[config.mk]
export PLATFORM = sky130hd
export DESIGN_NAME = serial_to_parallel_aligner
export DESIGN_NICKNAME = d
export VERILOG_FILES = /design/src/rtl/serial_to_parallel_aligner.sv
export SDC_FILE = /design/constraint.sdc
export NUM_CORES = 1
export LEC_CHECK = 0
export ABC_CLOCK_PERIOD_IN_PS = 5900
export BUFFER_PORTS_ARGS = -buffer_cell sky130_fd_sc_hd__buf_2
export CORE_UTILIZATION = 58
export DETAILED_ROUTE_END_ITERATION = 6
export GPL_ROUTABILITY_DRIVEN = 0
export MAX_ROUTING_LAYER = met4
export PLACE_DENSITY = 0.84
export SYNTH_ARGS = -nofsm -noshare
export SYNTH_HDL_FRONTEND = slang
export SYNTH_SLANG_ARGS = --single-unit
export TNS_END_PERCENT = 5
[constraint.sdc]
create_clock -name clk_32f -period 5.9 [get_ports clk_32f]
set_input_delay 1.18 -clock clk_32f [delete_from_list [all_inputs] [get_ports clk_32f]]
set_output_delay 1.18 -clock clk_32f [all_outputs]
set_load 0.1 [all_outputs]
[src/rtl/serial_to_parallel_aligner.sv]
// -----------------------------------------------------------------------------
// serial_to_parallel_aligner
//
// Serial-to-parallel receiver for the PHY RX path. A 1-bit stream is shifted in
// MSB first on clk_32f. The block hunts for the COMMA symbol at any bit offset,
// aligns word boundaries to it and declares the lane active after LOCK_COUNT
// consecutive aligned commas. Once active, every aligned word is presented on
// data_out with a one-cycle word_stb. valid_out additionally marks non-comma
// (payload) words.
//
// Parameters
//   WIDTH       word width in bits (>= 2)
//   COMMA       alignment / idle symbol, WIDTH bits, non-zero
//   LOCK_COUNT  consecutive aligned commas needed to go active (>= 1)
//
// Ports
//   clk_32f    in   1      bit clock, all logic on posedge
//   reset      in   1      synchronous, active-high
//   data_in    in   1      serial data, first bit of a word is its MSB
//   data_out   out  WIDTH  last aligned word seen while active (held)
//   valid_out  out  1      pulse: data_out carries a payload word
//   word_stb   out  1      pulse on every aligned word event (SYNC or ACTIVE)
//   active     out  1      lane locked
//   state_o    out  2      HUNT=0, SYNC=1, ACTIVE=2
//
// Build option
//   RX_REALIGN_EN  when defined, a comma seen off the word boundary while
//                  active forces a realign (back to SYNC with the new
//                  boundary). When undefined, alignment is frozen once active
//                  until reset.
// -----------------------------------------------------------------------------
module serial_to_parallel_aligner #(
   parameter int unsigned      WIDTH      = 8,
   parameter logic [WIDTH-1:0] COMMA      = 8'hBC,
   parameter int unsigned      LOCK_COUNT = 4
) (
   input  logic             clk_32f,
   input  logic             reset,
   input  logic             data_in,
   output logic [WIDTH-1:0] data_out,
   output logic             valid_out,
   output logic             word_stb,
   output logic             active,
   output logic [1:0]       state_o
);

   localparam int unsigned BW = $clog2(WIDTH);
   localparam int unsigned CW = $clog2(LOCK_COUNT + 1);

   localparam logic [BW-1:0] LAST_BIT = BW'(WIDTH - 1);
   localparam logic [CW-1:0] LOCK_MAX = CW'(LOCK_COUNT);

   typedef enum logic [1:0] {
      ST_HUNT   = 2'd0,
      ST_SYNC   = 2'd1,
      ST_ACTIVE = 2'd2
   } state_t;

   state_t           state_q,     state_d;
   logic [WIDTH-1:0] sr_q,        sr_d;
   logic [BW-1:0]    bit_cnt_q,   bit_cnt_d;
   logic [CW-1:0]    comma_cnt_q, comma_cnt_d;
   logic [WIDTH-1:0] data_out_q,  data_out_d;
   logic             valid_out_q, valid_out_d;
   logic             word_stb_q,  word_stb_d;
   logic             active_q,    active_d;

   logic             is_comma;
   logic             word_evt;
   logic [BW-1:0]    bit_cnt_inc;
   logic [CW-1:0]    comma_inc;

   // Shift register input, comma detect, word-event detect and counter helpers
   always_comb begin
      sr_d     = {sr_q[WIDTH-2:0], data_in};
      is_comma = (sr_d == COMMA);
      word_evt = (bit_cnt_q == LAST_BIT);
      // explicit wrap: WIDTH need not be a power of two
      if (word_evt) begin
         bit_cnt_inc = {BW{1'b0}};
      end else begin
         bit_cnt_inc = bit_cnt_q + BW'(1);
      end
      // comma count saturates at LOCK_COUNT
      if (comma_cnt_q == LOCK_MAX) begin
         comma_inc = comma_cnt_q;
      end else begin
         comma_inc = comma_cnt_q + CW'(1);
      end
   end

   // Alignment FSM: next state, counters and next output values
   always_comb begin
      state_d     = state_q;
      bit_cnt_d   = bit_cnt_inc;
      comma_cnt_d = comma_cnt_q;
      data_out_d  = data_out_q;
      valid_out_d = 1'b0;
      word_stb_d  = 1'b0;

      case (state_q)
         ST_HUNT: begin
            // any bit offset is acceptable; the comma defines the boundary
            if (is_comma) begin
               bit_cnt_d   = {BW{1'b0}};
               comma_cnt_d = CW'(1);
               if (LOCK_COUNT == 32'd1) begin
                  state_d = ST_ACTIVE;
               end else begin
                  state_d = ST_SYNC;
               end
            end else begin
               state_d = ST_HUNT;
            end
         end

         ST_SYNC: begin
            // only word boundaries count here; mid-word commas are ignored
            if (word_evt) begin
               word_stb_d = 1'b1;
               if (is_comma) begin
                  comma_cnt_d = comma_inc;
                  if (comma_inc == LOCK_MAX) begin
                     state_d = ST_ACTIVE;
                  end else begin
                     state_d = ST_SYNC;
                  end
               end else begin
                  state_d     = ST_HUNT;
                  comma_cnt_d = {CW{1'b0}};
               end
            end else begin
               state_d = ST_SYNC;
            end
         end

         ST_ACTIVE: begin
            // payload words never break lock
            if (word_evt) begin
               data_out_d  = sr_d;
               word_stb_d  = 1'b1;
               valid_out_d = ~is_comma;
               state_d     = ST_ACTIVE;
            end
`ifdef RX_REALIGN_EN
            else if (is_comma) begin
               // comma off the boundary: adopt the new boundary and
               // re-qualify it; this comma counts as the first one
               bit_cnt_d   = {BW{1'b0}};
               comma_cnt_d = CW'(1);
               state_d     = ST_SYNC;
            end
`endif
            else begin
               state_d = ST_ACTIVE;
            end
         end

         default: begin
            state_d     = ST_HUNT;
            bit_cnt_d   = {BW{1'b0}};
            comma_cnt_d = {CW{1'b0}};
         end
      endcase

      active_d = (state_d == ST_ACTIVE);
   end

   // State, datapath and output registers; reset overrides every other event
   always_ff @(posedge clk_32f) begin
      if (reset) begin
         state_q     <= ST_HUNT;
         sr_q        <= {WIDTH{1'b0}};
         bit_cnt_q   <= {BW{1'b0}};
         comma_cnt_q <= {CW{1'b0}};
         data_out_q  <= {WIDTH{1'b0}};
         valid_out_q <= 1'b0;
         word_stb_q  <= 1'b0;
         active_q    <= 1'b0;
      end else begin
         state_q     <= state_d;
         sr_q        <= sr_d;
         bit_cnt_q   <= bit_cnt_d;
         comma_cnt_q <= comma_cnt_d;
         data_out_q  <= data_out_d;
         valid_out_q <= valid_out_d;
         word_stb_q  <= word_stb_d;
         active_q    <= active_d;
      end
   end

   assign data_out  = data_out_q;
   assign valid_out = valid_out_q;
   assign word_stb  = word_stb_q;
   assign active    = active_q;
   assign state_o   = state_q;

endmodule
==> summary.md, run 1 <==
| Metric | Value |
|---|---|
| I/O Pins | 16 |
| Worst setup SP type | flip-flop |
| Crit Path Class | flip-flop to output port |
| Mapped Avg Cell Area | 9.28 µm² |
| # clock sinks | 26 |
| R2R depth | 6 |
| Setup Fix Bufs, Post-CTS | 0 |
| Netlist Area Pre-Place | 1090 µm² |
| Worst EP arrival | 1.28 ns |
| Total gr overflow | 0 |
| Library cells used by synthesis | 30 |
| Hold WC Path Type | flip-flop to flip-flop |
| Die ar. | 2050 µm² |
| Gr usage total | 22.2% |
| Die Y | 45.3 µm |
| Ys async rst share | 0% |
| Starting Density | 62.2% |
| Core area | 1750 µm² |
| Setup TNS | 0 ns |
| Fmax | 406 MHz |
| Crit-path cells | buf_2 |
| Hold Crit Depth | 1 |
| CTS tree | done |
| Relative slew slack | 67.7% |
| Vias | 847 |
| #FFs+latches synth | 26 |
| Status | complete, no violations |
| Worst-path clk slew | 0.13 ns |
| Max incr delay on CP | 0.49 ns |
| RSZ-0062 raised after global routing | no |
| Ratio of cells with drive above 1 in the final layout | 16.7% |
| Initial DRC count | 19 |
| Routed wire length | 1.90 mm |
| Buf/Inv on CP | 1 |
| # DRC | 0 |
| CTS root buf | clkbuf_4 |
| Post-synthesis sequential area ratio | 47.9% |
| Synth Flop Type | dfxtp_1 |
| Post-CTS sizing | 0 |
| VDD IR max | 0.000148 V |
| H-tree Lvls | 1 |
| Worst-Skew Late Latency | 0.32 ns |
| Area growth syn-to-layout | 13.2% |
| Largest net degree at the start of global routing | 24 |
| Die width | 45.3 µm |
| Mapped Nets | 128 |
| # rows | 15 |
| CTS Hold Bufs | 0 |
| Initial antenna violation count | 0 |
| Leak | 0.545 nW |
| # nets final | 144 |
| Number of synthesized flops with an enable pin | 0 |
| Setup Skew | 0.00143 ns |
| Final worst path period share | 41.8% |
| Yosys warns | 0 |
| DP Wirelength | 1.31 mm |
| Vias in the first global route | 710 |
| CTS max path bufs | 2 |
| Critical path peak fanout | 5 |
| Via density | 5.39 |
| Pwr Total | 0.000306 W |
| Max Cap Violations | 0 |
| Detail Route Antenna Nets | 0 |
| Power Density | 249 nW/µm² |
| First-pass DRT Iterations | 4 |
| WP depth | 1 |
| Critical path's slowest cell | dfxtp_1 |
| Crit. End Element | output port |
| WL per Instance | 12.1 µm |
| Final min period | 2.46 ns |
| Worst slew pin tran | 0.488 ns |
| First-pass GRT wire length | 3.11 mm |
| Filler Cell Count | 142 |
| Cell family with most CP delay | flip-flops |
| Mapped Cells | 117 |
| I/O Buffers | 15 |
| Fin. Hold Viols | 0 |
| Pins Over Slew Limit | 0 |
| N_diodes | 0 |
| Final setup violation count | 0 |
| Cts bufs inserted | 3 |
| Critical Path RT | 4.72 ns |
[layout by cell type (no fill, tap or decap), types with 2 or more instances in the layout]
master and count:
dfxtp_1 26, buf_2 15, nand2_1 12, a21oi_1 11, nand3_1 9, inv_1 8
nor2b_1 8, ha_1 8, nor2_1 5, nor3_1 3, clkbuf_4 3, o21ai_0 2
a211oi_1 2, nand2b_1 2
[worst reg2reg max path, delay by kind of cell (launching register included)]
family / cells / cell delay [ns]
AOI/OAI and AO/OA: 3 / 0.90
adders and majority gates: 1 / 0.24
buffers and inverters: 1 / 0.08
DFF: 1 / 0.44
and+or+nand+nor: 1 / 0.37
[kinds of logic after synthesis]
family / synth area share (%)
AOI/OAI and AO/OA: 15.1
adders and majority gates: 9.22
buffers and inverters: 4.15
DFF: 47.9
and+or+nand+nor: 23.6
[power breakdown]
| group | leakage, nW | switching [W] | internal (W) | total [W] |
|---|---|---|---|---|
| logic | 0.307 | 0.00000453 | 0.00000287 | 0.00000740 |
| registers | 0.211 | 0.00000129 | 0.000178 | 0.000180 |
| clock network | 0.0279 | 0.0000506 | 0.0000687 | 0.000119 |
[area by class of cell]
cell class              count  area, µm²  share of cell area, %
inverters                   8       30.0                   2.44
flip-flops and latches     26        520                   42.3
well taps                  25       31.3                   2.54
clock inverters             1       30.0                   2.44
multi-input cells          79        520                   42.3
clock buffers               3       22.5                   1.83
repair buffers             15       75.1                   6.10
[cell usage after synthesis (all sizes together) (2+ instances only)]
master	number	area share, %
nor2b	8	4.6
a21oi	11	5.1
nand3	9	4.1
inv	8	2.8
nand2	12	4.1
nor3	3	1.4
ha	8	9.2
clkbuf	4	1.4
nor2	5	1.7
dfxtp	26	48
o21ai	2	0.92
a211oi	2	1.4
nand2b	2	1.2
[final timing paths]
path                        from            to  slack (ns)
setup / recovery      state_o[1]    state_o[1]        3.44
hold / removal      bit_cnt_q[0]  bit_cnt_q[0]        0.43
setup reg to reg  comma_cnt_q[0]        active        3.83
hold reg to reg     bit_cnt_q[0]  bit_cnt_q[0]        0.43
[stage by stage]
stage               util [%]  hold slack (ns)  setup slack [ns]  std cells  instance area [µm²]
floorplan                  -            0.404              3.67        117                 1090
finish                  70.5            0.435              3.44        157                 1230
global placement        67.5            0.417              3.60        153                 1180
detailed placement      67.5            0.420              3.57        153                 1180
CTS                     70.5            0.439              3.44        157                 1230
global route            70.5            0.449              3.39        157                 1230
[registers in the layout (all words and copies together), names as in the netlist]
name         cells
comma_cnt_q      3
sr_q             7
bit_cnt_q        3
active           1
valid_out        1
state_o          2
word_stb         1
data_out         8
[layer usage]
layer / GRT usage (%) / vias to the layer above / wire (µm)
li1: - / 429 / -
met1: 29.5 / 390 / 953
met2: 31.6 / 23 / 850
met3: 4.00 / 5 / 64
met4: 12.1 / 0 / 36
met5: - / - / 0
Note: power is estimated with default switching activity, not from simulation.
==> run 2: changes to the inputs <==
--- a/config.mk
+++ b/config.mk
@@ -5,13 +5,14 @@
 export SDC_FILE = /design/constraint.sdc
 export NUM_CORES = 1
 export LEC_CHECK = 0
-export ABC_CLOCK_PERIOD_IN_PS = 5900
+export ABC_AREA = 1
+export ABC_CLOCK_PERIOD_IN_PS = 2500
 export BUFFER_PORTS_ARGS = -buffer_cell sky130_fd_sc_hd__buf_2
-export CORE_UTILIZATION = 58
+export CORE_UTILIZATION = 55
 export DETAILED_ROUTE_END_ITERATION = 6
 export GPL_ROUTABILITY_DRIVEN = 0
 export MAX_ROUTING_LAYER = met4
-export PLACE_DENSITY = 0.84
+export PLACE_DENSITY = 0.8
 export SYNTH_ARGS = -nofsm -noshare
 export SYNTH_HDL_FRONTEND = slang
 export SYNTH_SLANG_ARGS = --single-unit
==> constraint.sdc (replaced) <==
create_clock -name clk_32f -period 2.5 [get_ports clk_32f]
set_input_delay 0.5 -clock clk_32f [delete_from_list [all_inputs] [get_ports clk_32f]]
set_output_delay 0.5 -clock clk_32f [all_outputs]
set_load 0.1 [all_outputs]
==> run 2 against run 1 <==
Effect of this change:
- critical path depth did not move
- clock skew rose by 0.0068 ns
- via count grew 11%
- register-to-register slack got worse by 2.8 ns
- cell count is 20% higher
- die area grew 12%
- utilization shrank 3.9 points
- synthesized area is 6.6% higher
- worst setup slack got worse by 2.6 ns
- first-iteration DRC count is 26% lower
- critical path type unchanged
- largest power group unchanged
==> summary.md, run 2 <==
| Metric | Value |
|---|---|
| # clock sinks | 26 |
| Filler Cell Count | 191 |
| Status | complete, no violations |
| Pins Over Slew Limit | 0 |
| Largest register FFs | 8 |
| # rows | 16 |
| Leak | 0.644 nW |
| Yosys warns | 0 |
| Synth Flop Type | dfxtp_1 |
| Largest net degree at the start of global routing | 17 |
| Worst slew pin tran | 0.490 ns |
| Synth top area share | 45.0% |
| Worst setup SP type | flip-flop |
| WL per Instance | 11.0 µm |
| RSZ-0062 raised after global routing | no |
| Most Crowded Layer GR | met2 |
| Mapped Cells | 145 |
| Setup Fix Bufs, Post-CTS | 0 |
| DP Wirelength | 1.53 mm |
| Routed wire length | 2.07 mm |
| Multi-input logic area | 529 µm² |
| Die Y | 47.9 µm |
| # nets final | 173 |
| Via density | 5.00 |
| # DRC | 0 |
| M1 GR Usage | 25.1% |
| Fmax | 590 MHz |
| Grt met3 use | 2.26% |
| Relative slew slack | 67.5% |
| Post-CTS sizing | 0 |
| Most frequent cells in the layout | dfxtp_1, nand2_1, inv_1, nor2_1, buf_2 |
| Worst-path clk slew | 0.13 ns |
| Buf/Inv on CP | 1 |
| Crit Path Class | flip-flop to output port |
| Crit. End Element | output port |
| Max incr delay on CP | 0.45 ns |
| Worst R2R Start | comma_cnt_q[0] |
| Netlist Area Pre-Place | 1160 µm² |
| Reg-to-reg setup timing slack | 1.03 ns |
| Top-count cell post-synth | dfxtp_1 |
| Library cells used by synthesis | 23 |
| VDD IR max | 0.000408 V |
| Cells after DPL | 184 |
| Area growth syn-to-layout | 12.8% |
| Starting Density | 59.0% |
| First-pass GRT wire length | 3.28 mm |
| Final min period | 1.70 ns |
| Worst EP arrival | 1.20 ns |
| I/O Buffers | 15 |
| H-tree Lvls | 1 |
| Core area | 1960 µm² |
| CTS tree | done |
| Synth area leader | dfxtp_1 |
| R2R Path End | active |
| Fin. Hold Viols | 0 |
| Cts bufs inserted | 3 |
| CTS Hold Bufs | 0 |
| Total gr overflow | 0 |
| Hold_ws | 0.419 ns |
| Setup TNS | 0 ns |
| Filler-free cell count of the finished design | 188 |
| Setup Skew | 0.00826 ns |
| Mapped Avg Cell Area | 7.98 µm² |
| Worst-Skew Late Latency | 0.33 ns |
| Critical path's slowest cell | buf_2 |
| M2 GR Usage | 34.9% |
| First-pass DRT Iterations | 4 |
| N_diodes | 0 |
| Gr usage total | 21.5% |
| Number of synthesized flops with an enable pin | 0 |
| WP depth | 1 |
| Vias | 940 |
| CTS root buf | clkbuf_4 |
| Ratio of cells with drive above 1 in the final layout | 19.9% |
| Cell family with most CP delay | buffers and inverters |
| Sequential Area | 520 µm² |
| R2R depth | 8 |
| Power Density | 562 nW/µm² |
| Top cells by count, synth | dfxtp_1, nand2_1, inv_1 |
| I/O Pins | 16 |
| Top cells by area, synth | dfxtp_1, ha_1, nand2_1 |
| Die ar. | 2290 µm² |
| Initial antenna violation count | 0 |
| Critical path peak fanout | 5 |
| Critical Path RT | 2.00 ns |
| Ys async rst share | 0% |
| Final setup violation count | 0 |
| Final worst path period share | 67.8% |
| Vias in the first global route | 799 |
| Die width | 47.9 µm |
| Mapped Nets | 156 |
| Most common cell after layout, fill and taps aside | dfxtp_1 |
| CTS max path bufs | 2 |
| Critical path destination | state_o[1] |
| Post-synthesis sequential area ratio | 45.0% |
| Max Cap Violations | 0 |
| Detail Route Antenna Nets | 0 |
| Initial DRC count | 14 |
| Worst setup path startpoint | state_o[1] |
| Crit-path cells | buf_2 |
| #FFs+latches synth | 26 |
| Hold WC Path Type | input port to flip-flop |
[run 2: cell types whose count changed after synthesis, moves of 3 or more]
cell,before,now
o21ai_1,0,11
inv_1,8,19
nor2_1,5,16
nand2_1,12,22
nor2b_1,8,0
clkbuf_1,4,1
inv_2,0,5
[run 2: how the worst min path moves through the flow]
stage | to | slack (ns) | from | cells after the start
final | sr_q[0] | 0.42 | data_in | 3
after global routing | sr_q[0] | 0.42 | data_in | 3
after CTS | sr_q[0] | 0.41 | data_in | 3
after detailed placement | sr_q[1] | 0.45 | sr_q[0] | 2
after global placement | sr_q[5] | 0.44 | sr_q[4] | 2
after floorplan | sr_q[5] | 0.42 | sr_q[4] | 2
[run 2: logic make-up after synthesis]
kind of cell | count (synthesis) | share of synthesized area, %
DFF | 26 | 45.0
and+or+nand+nor | 58 | 24.9
AOI/OAI and AO/OA | 25 | 12.2
buffers and inverters | 28 | 9.30
adders and majority gates | 8 | 8.65
[run 2: layer usage]
layer | share of wire, % | wire (µm) | up-vias
met5 | 0 | 0 | -
met4 | 3.1 | 65 | 0
met3 | 2.8 | 57 | 7
met2 | 48 | 985 | 18
met1 | 46 | 962 | 427
li1 | - | - | 488
[run 2: final cells by class]
class                           instances  area share (%)
Clock buffer                            3            1.73
Tap cell                               27            2.59
Sequential cell                        26            39.9
Timing Repair Buffer                   15            5.75
Inverter                               25            7.19
Multi-Input combinational cell         91            40.6
Clock inverter                          1            2.30
[run 2: power by group]
| group | switching, W | internal (W) | total (W) |
|---|---|---|---|
| combinational | 0.0000146 | 0.00000742 | 0.0000220 |
| clock | 0.000124 | 0.000162 | 0.000286 |
| sequential | 0.00000383 | 0.000421 | 0.000425 |
[run 2: metrics by stage]
step	power, W	setup WS (ns)	util [%]	cell area [µm²]
floorplan	0.000449	0.477	-	1160
global placement	0.000454	1.06	63.8	1250
finish	0.000733	0.805	66.5	1310
global route	0.000753	0.758	66.5	1310
CTS	0.000735	0.792	66.5	1310
detailed placement	0.000456	1.03	63.8	1250
[run 2: worst min-delay path: stages]
cell and delay (ns):
buf_2 0.10, inv_2 0.05, nor2_1 0.07
==> run 3: changes to the inputs <==
--- a/config.mk
+++ b/config.mk
@@ -6,13 +6,13 @@
 export NUM_CORES = 1
 export LEC_CHECK = 0
 export ABC_AREA = 1
-export ABC_CLOCK_PERIOD_IN_PS = 2500
+export ABC_CLOCK_PERIOD_IN_PS = 1400
 export BUFFER_PORTS_ARGS = -buffer_cell sky130_fd_sc_hd__buf_2
-export CORE_UTILIZATION = 55
+export CORE_UTILIZATION = 49
 export DETAILED_ROUTE_END_ITERATION = 6
 export GPL_ROUTABILITY_DRIVEN = 0
 export MAX_ROUTING_LAYER = met4
-export PLACE_DENSITY = 0.8
+export PLACE_DENSITY = 0.75
 export SYNTH_ARGS = -nofsm -noshare
 export SYNTH_HDL_FRONTEND = slang
 export SYNTH_SLANG_ARGS = --single-unit
==> constraint.sdc (replaced) <==
create_clock -name clk_32f -period 1.4 [get_ports clk_32f]
set_input_delay 0.28 -clock clk_32f [delete_from_list [all_inputs] [get_ports clk_32f]]
set_output_delay 0.28 -clock clk_32f [all_outputs]
set_load 0.1 [all_outputs]
==> run 3 against run 2 <==
Effect of this change:
- die area grew 12%
- register-to-register slack lost 0.97 ns
- flip-flop and latch count is the same
- clock power grew 77%
- global-route usage shrank 1.9 points
- combinational power grew 91%
- non-clock buffer count grew 1
- critical path depth is the same
- clock skew shrank 0.00098 ns
- worst hold slack lost 0.22 ns
- sequential share of layout area shrank 1.4 points
- design area grew 5.8%
- highest routed layer unchanged
==> summary.md, run 3 (synthesis gave the netlist of run 2 again) <==
| Metric | Value |
|---|---|
| Die Y | 50.6 µm |
| DP Wirelength | 1.64 mm |
| # DRC | 0 |
| Buf/Inv on CP | 1 |
| Final core utilization | 62.4% |
| Die ar. | 2560 µm² |
| Crit-path cells | buf_2 |
| VDD IR max | 0.000673 V |
| Worst slack at placement | -0.0296 ns |
| Max incr delay on CP | 0.41 ns |
| Final WS setup | 0.0562 ns |
| Worst setup path startpoint | valid_out |
| Leak | 0.650 nW |
| # clock sinks | 26 |
| N_diodes | 0 |
| Most common cell after layout, fill and taps aside | dfxtp_1 |
| Final worst path period share | 96.0% |
| Die width | 50.6 µm |
| Initial DRC count | 10 |
| R2R Path End | comma_cnt_q[1] |
| Final setup violation count | 0 |
| Total gr overflow | 0 |
| Status | complete, no violations |
| WP depth | 1 |
| Crit. End Element | output port |
| # nets final | 174 |
| Final min period | 1.34 ns |
| Largest net degree at the start of global routing | 17 |
| Crit Path Class | flip-flop to output port |
| # rows | 17 |
| Detail Route Antenna Nets | 0 |
| Critical Path RT | 1.12 ns |
| Hold WC Path Type | input port to flip-flop |
| Gr usage total | 19.6% |
| I/O Buffers | 15 |
| Critical path destination | valid_out |
| First-pass DRT Iterations | 4 |
| Fmax | 744 MHz |
| Reg-to-reg setup timing slack | 0.06 ns |
| Cell family with most CP delay | buffers and inverters |
| Fin. Hold Viols | 0 |
| RSZ-0062 raised after global routing | yes |
| WL per Instance | 11.4 µm |
| R2R depth | 9 |
| Ratio of cells with drive above 1 in the final layout | 29.6% |
| Vias in the first global route | 899 |
| CTS tree | done |
| Filler Cell Count | 201 |
| Cts bufs inserted | 3 |
| Area growth syn-to-layout | 19.2% |
| Relative slew slack | 67.8% |
| Initial antenna violation count | 0 |
| Worst slew pin tran | 0.487 ns |
| Largest register FFs | 8 |
| Worst-path clk slew | 0.14 ns |
| CTS root buf | clkbuf_4 |
| Max Cap Violations | 0 |
| Routed wire length | 2.17 mm |
| Setup Skew | 0.00729 ns |
| Critical path's slowest cell | buf_2 |
| Core area | 2210 µm² |
| Vias | 947 |
| Worst setup SP type | flip-flop |
| H-tree Lvls | 1 |
| CTS max path bufs | 2 |
| I/O Pins | 16 |
| Pwr Total | 0.00131 W |
| First-pass GRT wire length | 3.75 mm |
| Critical path peak fanout | 1 |
| Starting Density | 52.3% |
| Worst EP arrival | 1.06 ns |
| Most frequent cells in the layout | dfxtp_1, nand2_1, inv_1, nor2_1 |
| Via density | 4.98 |
| Setup Fix Bufs, Post-CTS | 0 |
| Worst-Skew Late Latency | 0.32 ns |
| Worst R2R Start | bit_cnt_q[0] |
| Pins Over Slew Limit | 0 |
| Power Density | 946 nW/µm² |
| Worst Hold Launch | data_in |
## run 3: cell count changes in the layout (fill, tap and decap cells not counted), moves of 3 or more
cell	previous run	this run
buf_2	15	5
clkbuf_4	3	10
dfxtp_1	26	21
buf_4	0	4
dfxtp_2	0	3
ha_1	8	5
inv_1	19	16
inv_2	5	8
## run 3: cell type report
class	instances	area [µm²]	area share, %
clock buffer	3	22.5	1.63
clock inverter	1	30.0	2.18
tap	28	35.0	2.54
multi-input combinational	91	559	40.5
inverter	25	93.8	6.80
timing repair buffer	16	108	7.80
sequential	26	532	38.5
## run 3: worst min path at each step
| stage | end | slack [ns] | cells past startpoint |
|---|---|---|---|
| after global placement | sr_q[4] | 0.44 | 2 |
| final | sr_q[0] | 0.20 | 3 |
| after CTS | sr_q[0] | 0.19 | 3 |
| after floorplan | sr_q[0] | 0.40 | 2 |
| after global routing | sr_q[0] | 0.20 | 3 |
| after detailed placement | sr_q[4] | 0.45 | 2 |
## run 3: layer usage
metal / wire [µm] / part of all wire [%] / vias up / GRT usage, %
met5: 0 / 0 / - / -
met4: 12 / 0.55 / 0 / 8.33
met3: 44 / 2.0 / 2 / 3.64
met2: 1120 / 52 / 12 / 34.7
met1: 995 / 46 / 436 / 21.3
li1: - / - / 497 / -
## run 3: what timing repair did
action / in CTS / in global routing
hold buffers: 0 / 0
endpoints found under the setup margin: 4 / 10
resized for setup: 6 / 15
## run 3: where the power goes
group | switching [W] | internal (W)
registers | 0.00000740 | 0.000749
logic | 0.0000270 | 0.0000151
clock network | 0.000218 | 0.000289
total | 0.000252 | 0.00105
## run 3: through the flow
stage | hold WS [ns] | area (µm²) | instances | setup TNS [ns]
after floorplan | 0.402 | 1170 | 145 | -0.0229
after global placement | 0.439 | 1270 | 186 | 0
after detailed placement | 0.445 | 1270 | 186 | -0.0296
after CTS | 0.187 | 1350 | 190 | 0
after global routing | 0.200 | 1380 | 190 | -0.0198
final | 0.203 | 1380 | 190 | 0
## run 3: tightest hold or removal path, delay by kind of cell
kind | cells | cell delay [ns]
buffers and inverters | 2 | 0.17
AND/OR/NAND/NOR | 1 | 0.04
